## src/rtl/execute_memory_pipe_reg_if.sv

```systemverilog
// EX/MEM boundary bundle: E-side capture fields and hazard controls in,
// registered M-side fields and debug counters out.
interface execute_memory_pipe_reg_if #(
  parameter int DATA_WIDTH      = 32,
  parameter int ADDRESS_WIDTH   = 5,
  parameter int RESULTSRC_WIDTH = 2,
  parameter int COUNT_WIDTH     = 16
);
  logic                       StallM;
  logic                       FlushM;
  logic                       ValidE;
  logic                       RegWriteE;
  logic                       MemWriteE;
  logic                       a_typeE;
  logic [RESULTSRC_WIDTH-1:0] ResultSrcE;
  logic [ADDRESS_WIDTH-1:0]   RdE;
  logic [DATA_WIDTH-1:0]      ALUResultE;
  logic [DATA_WIDTH-1:0]      WriteDataE;
  logic [DATA_WIDTH-1:0]      PCPlus4E;

  logic                       ValidM;
  logic                       RegWriteM;
  logic                       MemWriteM;
  logic                       a_typeM;
  logic [RESULTSRC_WIDTH-1:0] ResultSrcM;
  logic [ADDRESS_WIDTH-1:0]   RdM;
  logic [DATA_WIDTH-1:0]      ALUResultM;
  logic [DATA_WIDTH-1:0]      WriteDataM;
  logic [DATA_WIDTH-1:0]      PCPlus4M;
  logic [COUNT_WIDTH-1:0]     StallCount;
  logic [COUNT_WIDTH-1:0]     BubbleCount;

  modport master (
    output StallM, FlushM, ValidE, RegWriteE, MemWriteE, a_typeE,
           ResultSrcE, RdE, ALUResultE, WriteDataE, PCPlus4E,
    input  ValidM, RegWriteM, MemWriteM, a_typeM, ResultSrcM, RdM,
           ALUResultM, WriteDataM, PCPlus4M, StallCount, BubbleCount
  );

  modport slave (
    input  StallM, FlushM, ValidE, RegWriteE, MemWriteE, a_typeE,
           ResultSrcE, RdE, ALUResultE, WriteDataE, PCPlus4E,
    output ValidM, RegWriteM, MemWriteM, a_typeM, ResultSrcM, RdM,
           ALUResultM, WriteDataM, PCPlus4M, StallCount, BubbleCount
  );
endinterface

```

## src/rtl/execute_memory_pipe_reg.sv

```systemverilog
// EX/MEM pipeline register with stall hold, flush/idle bubbles, x0-write
// suppression and saturating stall/bubble counters for hazard debug.
module execute_memory_pipe_reg #(
  parameter int DATA_WIDTH      = 32,
  parameter int ADDRESS_WIDTH   = 5,
  parameter int RESULTSRC_WIDTH = 2,
  parameter int COUNT_WIDTH     = 16
) (
  input  logic                      CLK,
  input  logic                      RST,
  execute_memory_pipe_reg_if.slave  bus
);

  localparam logic [COUNT_WIDTH-1:0] CNT_ONE = COUNT_WIDTH'(1);

  function automatic logic [COUNT_WIDTH-1:0] sat_inc(input logic [COUNT_WIDTH-1:0] c);
    return (&c) ? c : c + CNT_ONE;
  endfunction

  logic                       vld_p0;
  logic                       reg_write_p0;
  logic                       mem_write_p0;
  logic                       a_type_p0;
  logic [RESULTSRC_WIDTH-1:0] result_src_p0;
  logic [ADDRESS_WIDTH-1:0]   rd_p0;
  logic [DATA_WIDTH-1:0]      alu_result_p0;
  logic [DATA_WIDTH-1:0]      write_data_p0;
  logic [DATA_WIDTH-1:0]      pc_plus4_p0;
  logic [COUNT_WIDTH-1:0]     stall_cnt_p0;
  logic [COUNT_WIDTH-1:0]     bubble_cnt_p0;

  // E -> M boundary: priority is reset, flush, stall, idle bubble, capture
  always_ff @(posedge CLK) begin
    if (RST) begin
      vld_p0        <= 1'b0;
      reg_write_p0  <= 1'b0;
      mem_write_p0  <= 1'b0;
      a_type_p0     <= 1'b0;
      result_src_p0 <= '0;
      rd_p0         <= '0;
      alu_result_p0 <= '0;
      write_data_p0 <= '0;
      pc_plus4_p0   <= '0;
      stall_cnt_p0  <= '0;
      bubble_cnt_p0 <= '0;
    end else if (bus.FlushM || (!bus.StallM && !bus.ValidE)) begin
      vld_p0        <= 1'b0;
      reg_write_p0  <= 1'b0;
      mem_write_p0  <= 1'b0;
      a_type_p0     <= 1'b0;
      result_src_p0 <= '0;
      rd_p0         <= '0;
      alu_result_p0 <= '0;
      write_data_p0 <= '0;
      pc_plus4_p0   <= '0;
      bubble_cnt_p0 <= sat_inc(bubble_cnt_p0);
    end else if (bus.StallM) begin
      stall_cnt_p0  <= sat_inc(stall_cnt_p0);
    end else begin
      vld_p0        <= 1'b1;
      reg_write_p0  <= bus.RegWriteE && (bus.RdE != '0);
      mem_write_p0  <= bus.MemWriteE;
      a_type_p0     <= bus.a_typeE;
      result_src_p0 <= bus.ResultSrcE;
      rd_p0         <= bus.RdE;
      alu_result_p0 <= bus.ALUResultE;
      write_data_p0 <= bus.WriteDataE;
      pc_plus4_p0   <= bus.PCPlus4E;
    end
  end

  assign bus.ValidM      = vld_p0;
  assign bus.RegWriteM   = reg_write_p0;
  assign bus.MemWriteM   = mem_write_p0;
  assign bus.a_typeM     = a_type_p0;
  assign bus.ResultSrcM  = result_src_p0;
  assign bus.RdM         = rd_p0;
  assign bus.ALUResultM  = alu_result_p0;
  assign bus.WriteDataM  = write_data_p0;
  assign bus.PCPlus4M    = pc_plus4_p0;
  assign bus.StallCount  = stall_cnt_p0;
  assign bus.BubbleCount = bubble_cnt_p0;

endmodule

```

## src/flat_wrapper.sv

```systemverilog
// flat-port wrapper written by rule: the top's interface ports become plain ports
module execute_memory_pipe_reg_flat 
#(
  parameter int DATA_WIDTH      = 32,
  parameter int ADDRESS_WIDTH   = 5,
  parameter int RESULTSRC_WIDTH = 2,
  parameter int COUNT_WIDTH     = 16
)
  (CLK, RST, bus_StallM, bus_FlushM, bus_ValidE, bus_RegWriteE, bus_MemWriteE, bus_a_typeE, bus_ResultSrcE, bus_RdE, bus_ALUResultE, bus_WriteDataE, bus_PCPlus4E, bus_ValidM, bus_RegWriteM, bus_MemWriteM, bus_a_typeM, bus_ResultSrcM, bus_RdM, bus_ALUResultM, bus_WriteDataM, bus_PCPlus4M, bus_StallCount, bus_BubbleCount);
  execute_memory_pipe_reg_if #(.DATA_WIDTH(DATA_WIDTH), .ADDRESS_WIDTH(ADDRESS_WIDTH), .RESULTSRC_WIDTH(RESULTSRC_WIDTH), .COUNT_WIDTH(COUNT_WIDTH)) bus_i ();
  input  logic CLK;
  input  logic RST;
  input wire logic [$bits(bus_i.StallM)-1:0] bus_StallM;
  input wire logic [$bits(bus_i.FlushM)-1:0] bus_FlushM;
  input wire logic [$bits(bus_i.ValidE)-1:0] bus_ValidE;
  input wire logic [$bits(bus_i.RegWriteE)-1:0] bus_RegWriteE;
  input wire logic [$bits(bus_i.MemWriteE)-1:0] bus_MemWriteE;
  input wire logic [$bits(bus_i.a_typeE)-1:0] bus_a_typeE;
  input wire logic [$bits(bus_i.ResultSrcE)-1:0] bus_ResultSrcE;
  input wire logic [$bits(bus_i.RdE)-1:0] bus_RdE;
  input wire logic [$bits(bus_i.ALUResultE)-1:0] bus_ALUResultE;
  input wire logic [$bits(bus_i.WriteDataE)-1:0] bus_WriteDataE;
  input wire logic [$bits(bus_i.PCPlus4E)-1:0] bus_PCPlus4E;
  output wire logic [$bits(bus_i.ValidM)-1:0] bus_ValidM;
  output wire logic [$bits(bus_i.RegWriteM)-1:0] bus_RegWriteM;
  output wire logic [$bits(bus_i.MemWriteM)-1:0] bus_MemWriteM;
  output wire logic [$bits(bus_i.a_typeM)-1:0] bus_a_typeM;
  output wire logic [$bits(bus_i.ResultSrcM)-1:0] bus_ResultSrcM;
  output wire logic [$bits(bus_i.RdM)-1:0] bus_RdM;
  output wire logic [$bits(bus_i.ALUResultM)-1:0] bus_ALUResultM;
  output wire logic [$bits(bus_i.WriteDataM)-1:0] bus_WriteDataM;
  output wire logic [$bits(bus_i.PCPlus4M)-1:0] bus_PCPlus4M;
  output wire logic [$bits(bus_i.StallCount)-1:0] bus_StallCount;
  output wire logic [$bits(bus_i.BubbleCount)-1:0] bus_BubbleCount;
  assign bus_i.StallM = bus_StallM;
  assign bus_i.FlushM = bus_FlushM;
  assign bus_i.ValidE = bus_ValidE;
  assign bus_i.RegWriteE = bus_RegWriteE;
  assign bus_i.MemWriteE = bus_MemWriteE;
  assign bus_i.a_typeE = bus_a_typeE;
  assign bus_i.ResultSrcE = bus_ResultSrcE;
  assign bus_i.RdE = bus_RdE;
  assign bus_i.ALUResultE = bus_ALUResultE;
  assign bus_i.WriteDataE = bus_WriteDataE;
  assign bus_i.PCPlus4E = bus_PCPlus4E;
  assign bus_ValidM = bus_i.ValidM;
  assign bus_RegWriteM = bus_i.RegWriteM;
  assign bus_MemWriteM = bus_i.MemWriteM;
  assign bus_a_typeM = bus_i.a_typeM;
  assign bus_ResultSrcM = bus_i.ResultSrcM;
  assign bus_RdM = bus_i.RdM;
  assign bus_ALUResultM = bus_i.ALUResultM;
  assign bus_WriteDataM = bus_i.WriteDataM;
  assign bus_PCPlus4M = bus_i.PCPlus4M;
  assign bus_StallCount = bus_i.StallCount;
  assign bus_BubbleCount = bus_i.BubbleCount;
  execute_memory_pipe_reg #(.DATA_WIDTH(DATA_WIDTH), .ADDRESS_WIDTH(ADDRESS_WIDTH), .RESULTSRC_WIDTH(RESULTSRC_WIDTH), .COUNT_WIDTH(COUNT_WIDTH)) u_core (.CLK(CLK), .RST(RST), .bus(bus_i));
endmodule
```

## config.mk

```make
export PLATFORM = sky130hd
export DESIGN_NAME = execute_memory_pipe_reg_flat
export DESIGN_NICKNAME = d
export VERILOG_FILES = /design/src/rtl/execute_memory_pipe_reg_if.sv /design/src/rtl/execute_memory_pipe_reg.sv /design/src/flat_wrapper.sv
export SDC_FILE = /design/constraint.sdc
export NUM_CORES = 1
export LEC_CHECK = 0
export ABC_AREA = 1
export ABC_CLOCK_PERIOD_IN_PS = 1680
export BUFFER_PORTS_ARGS = -buffer_cell sky130_fd_sc_hd__buf_2
export CAP_MARGIN = 0
export CORE_MARGIN = 2
export CORE_UTILIZATION = 44
export DETAILED_ROUTE_END_ITERATION = 8
export PLACE_DENSITY = 0.73
export SYNTH_ARGS = -nofsm -noshare
export SYNTH_HDL_FRONTEND = slang
export SYNTH_SLANG_ARGS = --single-unit
```

## constraint.sdc

```tcl
create_clock -name CLK -period 1.68 [get_ports CLK]
set_input_delay 0.168 -clock CLK [delete_from_list [all_inputs] [get_ports CLK]]
set_output_delay 0.168 -clock CLK [all_outputs]
set_load 0.05 [all_outputs]
```

==> results by group, run 1 <==
Yosys
  • Cell variety after synth: 20
  • Sequential area share after synthesis: 0.501
  • Syn Nets: roughly 900
  • Fraction of registers with async set/reset: 0
  • Synthesis Warnings: 0
  • Cells after Synth: 790
  • Top FF cell, synth: dfxtp_1
  • Post-synth EDFFs: 0
  • Mean post-synth cell area: 7.03 um^2
  • Yosys reg bits: between 100 and 150
  • Synth Cell Area: between 5000 and 6000 um^2

Critical path
  • Most frequent CP cell: nor2_1
  • Worst reg2reg startpoint: u_core.bus.StallCount[0]
  • Worst path max stage delay: about 0.35 ns
  • Crit path max fanout: 5
  • Data arrival time of the worst path: around 1.8 ns
  • Slowest stage cell on the critical path: dfxtp_2
  • Setup Crit Path Kind: flop to flop
  • Worst path bufs/invs: 0
  • Critical Path RT: 1.99 ns
  • Crit end category: flop
  • Crit-path leading delay family: simple AND/OR/NAND/NOR gates
  • Register-to-register setup slack: 0.16 ns
  • Critical path cell sequence: ha_1 -> nand3_1 -> nor2_1 -> nand2_1 -> nor2_1 -> nand3_1 -> nand2_1 -> nor2_1
  • Crit path launch type: flop
  • Register-to-Register Path Depth: 8
  • Reg-to-Reg End: u_core.bus.StallCount[14]

Finish
  • Multi-input logic area: ~2400 um^2
  • Reg area: around 2800 um^2
  • Diode count: 0
  • Fill cells: 998
  • Commonest non-fill, non-tap cell in the layout: nand2_1
  • Area Growth Syn to Fin: 52.8%
  • Most frequent cells in the layout: 293 x nand2_1, 248 x buf_2, 132 x dfxtp_1
  • Share of cells above drive strength 1: 0.273
  • Nets: 1,241
  • Non-filler cells, final: 1,313

Clock network
  • Clock Sinks: between 100 and 150
  • Worst-Skew Late Latency: around 0.42 ns
  • CTS tree: built
  • Worst-path clk slew: about 0.060 ns
  • Total CTS buffers: 17
  • Root buf cell: clkbuf_16
  • Clk buf depth: 2
  • H-tree depth: 4

Run status
  • Status: finished clean

Floorplan
  • Die height: between 100 and 150 um
  • Die ar.: between 10,000 and 15,000 um^2
  • Die Wd: approximately 120 um
  • # rows: 41
  • Area of the core: roughly 12,000 um^2
  • Initial cell density of the core: 0.446
  • I/O pin count: 250

Global routing
  • Number of global-route vias before repair: 5,867
  • Wire length of the first global-routing pass: ~28,000 um
  • Overall Global Routing Usage: 0.268
  • Overflow after GRT: 0
  • Initial antenna violation count: 0
  • Largest net degree at the start of global routing: roughly 110

STA
  • Max-slew violation count: 0
  • Final setup fails: 0
  • Max-slew headroom: 0.554
  • Layout Skew: about 0.0066 ns
  • Worst-Margin Slew: between 0.6 and 0.7 ns
  • Final worst path period need: roughly 1.5 ns
  • Peak Freq: approximately 660 MHz
  • Final hold violation count: 0
  • Period Utilization, post-route: 0.905
  • Setup tns final: 0 ns
  • RSZ-0062 raised after global routing: false

Pwr
  • Sw Pwr: 0.00216 W
  • Pwr dens: approximately 950 nW/um^2
  • Seq pwr share: 0.426
  • Pint: just under 0.006 W
  • VDD IR max: 0.837 mV
  • Clock power frac: 0.445
  • Combinational Power Share: 0.130
  • Sw frac: 0.268
  • Leak pwr: 4.04 nW

Drt
  • Initial DRC Count: between 500 and 600
  • Final wirelength: between 15,000 and 20,000 um
  • DR vias/cell: around 4.8
  • DRC errors left: 0
  • WL/cell: 14.0 um
  • Via count: between 6,000 and 7,000
  • Antenna viol nets, final: 0
  • Iteration count of the initial detailed-routing pass: 5

Job
  • Max Cap Viol: 0

Placed design
  • Final GP Congestion: around 0.85
  • Placed cell count: approximately 1,200
  • Port Buffers: between 200 and 250
  • Hpwl dp: about 11,000 um

Min path
  • Min-delay worst type: primary input to flop
  • Endpoint, Worst Hold: u_core.bus.RdM[0]
  • Min-Delay Startpoint: bus_RdE[0]
  • Hold path cells: 3
-- per-stage QoR --
stage | cell area (um^2) | hold slack (ns) | util | setup slack (ns) | total power (W)
after global routing | 8490 | 0.00497 | 0.681 | 0.00154 | 0.00837
after floorplan | 5570 | 0.310 | - | 0.0000209 | 0.00406
after CTS | 8490 | 0.000515 | 0.681 | 0.133 | 0.00809
after global placement | 6950 | 0.418 | 0.558 | 0.205 | 0.00433
final | 8490 | 0.0136 | 0.681 | 0.159 | 0.00805
after detailed placement | 6950 | 0.422 | 0.558 | 0.170 | 0.00434
-- metal layers --
layer  vias up  track usage  share of wire
met5         -            0              0
met4         0        0.125          0.030
met3        50       0.0960          0.082
met2       279        0.440           0.49
met1      2837        0.313           0.40
li1       3176            -              -
-- worst max path at each step --
stage / end / depth (start not counted) / startpoint
4_1_cts: u_core.bus.BubbleCount[10] / 9 / u_core.bus.BubbleCount[0]
3_5_place_dp: u_core.bus.BubbleCount[3] / 9 / u_core.bus.BubbleCount[0]
5_1_grt: u_core.bus.StallCount[11] / 8 / u_core.bus.StallCount[2]
6_report: u_core.bus.StallCount[14] / 8 / u_core.bus.StallCount[0]
3_3_place_gp: u_core.bus.StallCount[14] / 8 / u_core.bus.StallCount[0]
2_1_floorplan: u_core.bus.BubbleCount[10] / 8 / u_core.bus.BubbleCount[5]
-- worst min-delay path: cells and delay by family --
family / cells / cell delay, ns
buffers and inverters: 1 / 0.11
and+or+nand+nor: 1 / 0.05
AOI/OAI and AO/OA: 1 / 0.05
-- cell usage after synthesis, types with 3 or more instances --
| library cell | instances | area (um^2) |
|---|---|---|
| clkbuf_1 | 30 | 113 |
| inv_1 | 42 | 158 |
| nor2_1 | 86 | 323 |
| nand2_1 | 293 | 1100 |
| dfxtp_1 | 139 | 2780 |
| nor3_1 | 4 | 20.0 |
| buf_6 | 6 | 67.6 |
| inv_2 | 3 | 11.3 |
| a21oi_1 | 123 | 616 |
| nand3b_1 | 5 | 37.5 |
| buf_2 | 6 | 30.0 |
| nand3_1 | 43 | 215 |
-- cell families (layout without fill, tap and decap cells) --
logic type,after synthesis,in the layout,share of synthesized area
AOI/OAI and AO/OA,125,125,0.113
adders and majority gates,2,2,0.00450
xor gates and xnor gates,1,1,0.00158
and+or+nand+nor,435,435,0.311
DFF,139,139,0.501
buffers and inverters,88,439,0.0689
-- power groups by stage --
| stage | logic (W) | registers, W | clock network (W) |
|---|---|---|---|
| finish | 0.00105 | 0.00343 | 0.00358 |
| global route | 0.00112 | 0.00343 | 0.00381 |
| CTS | 0.00102 | 0.00342 | 0.00365 |
| detailed placement | 0.000846 | 0.00349 | 0 |
| global placement | 0.000840 | 0.00349 | 0 |
| floorplan | 0.000291 | 0.00377 | 0 |
-- final cells by class --
type	instances	share of cell area
sequential	139	0.329
tap	172	0.0253
clock buffer	19	0.0534
clock inverter	13	0.0139
timing repair buffer	361	0.276
inverter	46	0.0206
multi-input combinational	563	0.282
-- registers in the layout, indices dropped and copies added (netlist names) --
signal	count
u_core.bus.ALUResultM	32
u_core.bus.PCPlus4M	32
u_core.bus.WriteDataM	32
u_core.bus.BubbleCount	16
u_core.bus.StallCount	16
u_core.bus.RdM	5
u_core.bus.ResultSrcM	2
u_core.bus.MemWriteM	1
u_core.bus.RegWriteM	1
u_core.bus.ValidM	1
u_core.bus.a_typeM	1
-- what timing repair did --
action                                  CTS  global route
resized for setup                         0             1
hold endpoints to repair                 96             0
hold buffers                             96             0
endpoints found under the setup margin    0             6
buffers inserted                          0             0
No activity file was read; power rests on OpenSTA's default activity.
==> run 2: changes to the inputs <==
Settings changed: CELL_PAD_IN_SITES_DETAIL_PLACEMENT set to 2, CELL_PAD_IN_SITES_GLOBAL_PLACEMENT set to 2, CORE_UTILIZATION 44 to 24, PLACE_DENSITY 0.73 to unset, PLACE_DENSITY_LB_ADDON set to 0.15, TNS_END_PERCENT set to 30.
==> run 2 against run 1 <==
Register-to-register slack worse by 0.04 ns. Sequential power hardly changed. Global-route usage fell by 8.2 points. First-iteration DRC count shrank 62%.
==> results by group, run 2 (synthesized netlist as in run 1, its figures left out) <==
Clock network
  • Worst-path clk slew: 0.07 ns (was 0.06 ns)
  • Root buf cell: clkbuf_16 (unchanged)
  • Worst-Skew Late Latency: 0.42 ns (about the same)
  • Total CTS buffers: 17 (unchanged)
  • Clock Sinks: 139 (unchanged)
  • H-tree depth: 4 (unchanged)
  • CTS tree: built (unchanged)
  • Clk buf depth: 2 (unchanged)

STA
  • Final hold violation count: 0 (unchanged)
  • Max-slew headroom: 0.638 (was 0.554)
  • Max-slew violation count: 0 (unchanged)
  • Period Utilization, post-route: 0.927 (was 0.905)
  • Worst-Margin Slew: 0.543 ns (was 0.669 ns)
  • WHS: 0.0110 ns (was 0.0136 ns)
  • Layout Skew: 0.0162 ns (was 0.00657 ns)
  • Final setup fails: 0 (unchanged)
  • Peak Freq: 642 MHz (was 657 MHz)
  • Setup tns final: 0 ns (unchanged)
  • Final worst path period need: 1.56 ns (was 1.52 ns)

Pwr
  • Seq pwr share: 0.426 (about the same)
  • Sw frac: 0.291 (was 0.268)
  • Sw Pwr: 0.00233 W (was 0.00216 W)
  • Pint: 0.00569 W (was 0.00589 W)
  • Pwr dens: 930 nW/um^2 (was 948 nW/um^2)
  • VDD IR max: 0.526 mV (was 0.837 mV)
  • Clock power frac: 0.441 (was 0.445)
  • Combinational Power Share: 0.133 (was 0.130)
  • Leak pwr: 4.04 nW (about the same)

Floorplan
  • I/O pin count: 250 (unchanged)
  • Area of the core: 22,700 um^2 (was 12,500 um^2)
  • # rows: 55 (was 41)
  • Die height: 156 um (was 116 um)
  • Die Wd: 156 um (was 116 um)
  • Die ar.: 24,400 um^2 (was 13,500 um^2)
  • Initial cell density of the core: 0.245 (was 0.446)

Critical path
  • Data arrival time of the worst path: 1.86 ns (was 1.83 ns)
  • Critical path cell sequence: nand2_1 -> nor2_1 -> nand2_1 -> nor2_2 -> nor2_4 -> buf_12 -> a21oi_1 -> nor2_1 (was ha_1 -> nand3_1 -> nor2_1 -> nand2_1 -> nor2_1 -> nand3_1 -> nand2_1 -> nor2_1)
  • Critical Path RT: 1.98 ns (was 1.99 ns)
  • Critical Path Sink: u_core.bus.StallCount[15] (was u_core.bus.StallCount[14])
  • Worst reg2reg startpoint: u_core.bus.StallCount[7] (was u_core.bus.StallCount[0])
  • Register-to-register setup slack: 0.12 ns (was 0.16 ns)
  • Setup crit start: u_core.bus.StallCount[7] (was u_core.bus.StallCount[0])
  • Worst path bufs/invs: 1 (was 0)
  • Crit path max fanout: 18 (was 5)
  • Critical path depth: 8 (unchanged)
  • Worst path max stage delay: 0.47 ns (was 0.35 ns)
  • Crit-path leading delay family: simple AND/OR/NAND/NOR gates (unchanged)
  • Register-to-Register Path Depth: 8 (unchanged)
  • Setup Crit Path Kind: flop to flop (unchanged)
  • Crit path launch type: flop (unchanged)
  • Crit end category: flop (unchanged)
  • Slowest stage cell on the critical path: dfxtp_1 (was dfxtp_2)
  • Reg-to-Reg End: u_core.bus.StallCount[15] (was u_core.bus.StallCount[14])

Global routing
  • Overall Global Routing Usage: 0.186 (was 0.268)
  • Initial antenna violation count: 3 (was 0)
  • Number of global-route vias before repair: 6,870 (was 5,867)
  • Wire length of the first global-routing pass: 35,800 um (was 28,400 um)
  • Overflow after GRT: 0 (unchanged)
  • Largest net degree at the start of global routing: 111 (was 106)

Finish
  • Nets: 1,240 (was 1,241)
  • Share of cells above drive strength 1: 0.282 (was 0.273)
  • Most frequent cells in the layout: 293 x nand2_1, 248 x buf_2, 133 x dfxtp_1 (was 293 x nand2_1, 248 x buf_2, 132 x dfxtp_1)
  • Area Growth Syn to Fin: 55.3% (was 52.8%)
  • Commonest non-fill, non-tap cell in the layout: nand2_1 (unchanged)

Run status
  • Status: finished clean (unchanged)

Drt
  • Antenna viol nets, final: 0 (unchanged)
  • Initial DRC Count: 202 (was 526)
  • DR vias/cell: 4.49 (was 4.83)
  • Final wirelength: 22,500 um (was 18,300 um)
  • DRC errors left: 0 (unchanged)
  • Iteration count of the initial detailed-routing pass: 4 (was 5)
  • Via count: 6,405 (was 6,342)
  • WL/cell: 15.8 um (was 14.0 um)

Min path
  • Min-delay worst type: primary input to flop (unchanged)

Job
  • Max Cap Viol: 0 (unchanged)

Placed design
  • Final GP Congestion: 0.730 (was 0.845)
  • Port Buffers: 249 (unchanged)
  • Hpwl dp: 14,700 um (was 11,100 um)
run 2: worst reg2reg max path: cells and delay by family, from the launching register on:
| kind | cells | cell delay, ns |
|---|---|---|
| buf+inv | 1 | 0.15 |
| compound gates | 1 | 0.15 |
| flops | 1 | 0.47 |
| simple gates | 6 | 0.68 |
run 2: area by class of cell:
type / count / area, um^2
clock buffers: 18 / 429
diodes: 1 / 2.50
fillers: 2691 / 14100
well taps: 285 / 357
flip-flops and latches: 139 / 2790
clock inverters: 14 / 111
inverters: 46 / 175
multi-input cells: 563 / 2400
repair buffers: 360 / 2360
run 2: what timing repair did:
action / in CTS / in global routing
setup buffers: 0 / 1
resized for setup: 0 / 4
endpoints found under the setup margin: 0 / 21
hold endpoints to repair: 87 / 0
hold buffers: 87 / 0
run 2: stage by stage:
step | cells | utilization | power, W | instance area, um^2 | setup WS, ns
after floorplan | 790 | - | 0.00406 | 5560 | -0.00757
after global placement | 1305 | 0.316 | 0.00438 | 7180 | 0.182
after detailed placement | 1305 | 0.316 | 0.00439 | 7180 | 0.121
after CTS | 1424 | 0.379 | 0.00814 | 8600 | 0.0930
after global routing | 1425 | 0.380 | 0.00840 | 8620 | -0.00208
final | 1426 | 0.380 | 0.00802 | 8630 | 0.122
run 2: per-layer routing:
layer | part of all wire | global-route usage | vias to the layer above | routed length [um]
met5 | 0.0013 | 0 | - | 30
met3 | 0.075 | 0.0703 | 29 | 1690
li1 | - | - | 3167 | -
met2 | 0.49 | 0.319 | 161 | 11100
met1 | 0.41 | 0.213 | 3044 | 9290
met4 | 0.018 | 0.0585 | 4 | 397
run 2: how the worst min path moves through the flow:
| stage | endpoint | start | cells after the start | slack, ns |
|---|---|---|---|---|
| after floorplan | u_core.bus.PCPlus4M[0] | bus_PCPlus4E[0] | 2 | 0.31 |
| after global placement | u_core.bus.ALUResultM[27] | bus_ALUResultE[27] | 3 | 0.42 |
| after detailed placement | u_core.bus.WriteDataM[11] | bus_WriteDataE[11] | 3 | 0.43 |
| after CTS | u_core.bus.WriteDataM[14] | bus_WriteDataE[14] | 3 | 0.0003 |
| after global routing | u_core.bus.PCPlus4M[15] | bus_PCPlus4E[15] | 3 | 0.003 |
| final | u_core.bus.WriteDataM[14] | bus_WriteDataE[14] | 3 | 0.01 |
run 2: power by group through the flow:
stage	registers (W)	clock network (W)	logic (W)
after floorplan	0.00377	0	0.000291
after global placement	0.00349	0	0.000893
after detailed placement	0.00349	0	0.000900
after CTS	0.00342	0.00366	0.00106
after global routing	0.00343	0.00382	0.00116
final	0.00342	0.00354	0.00107
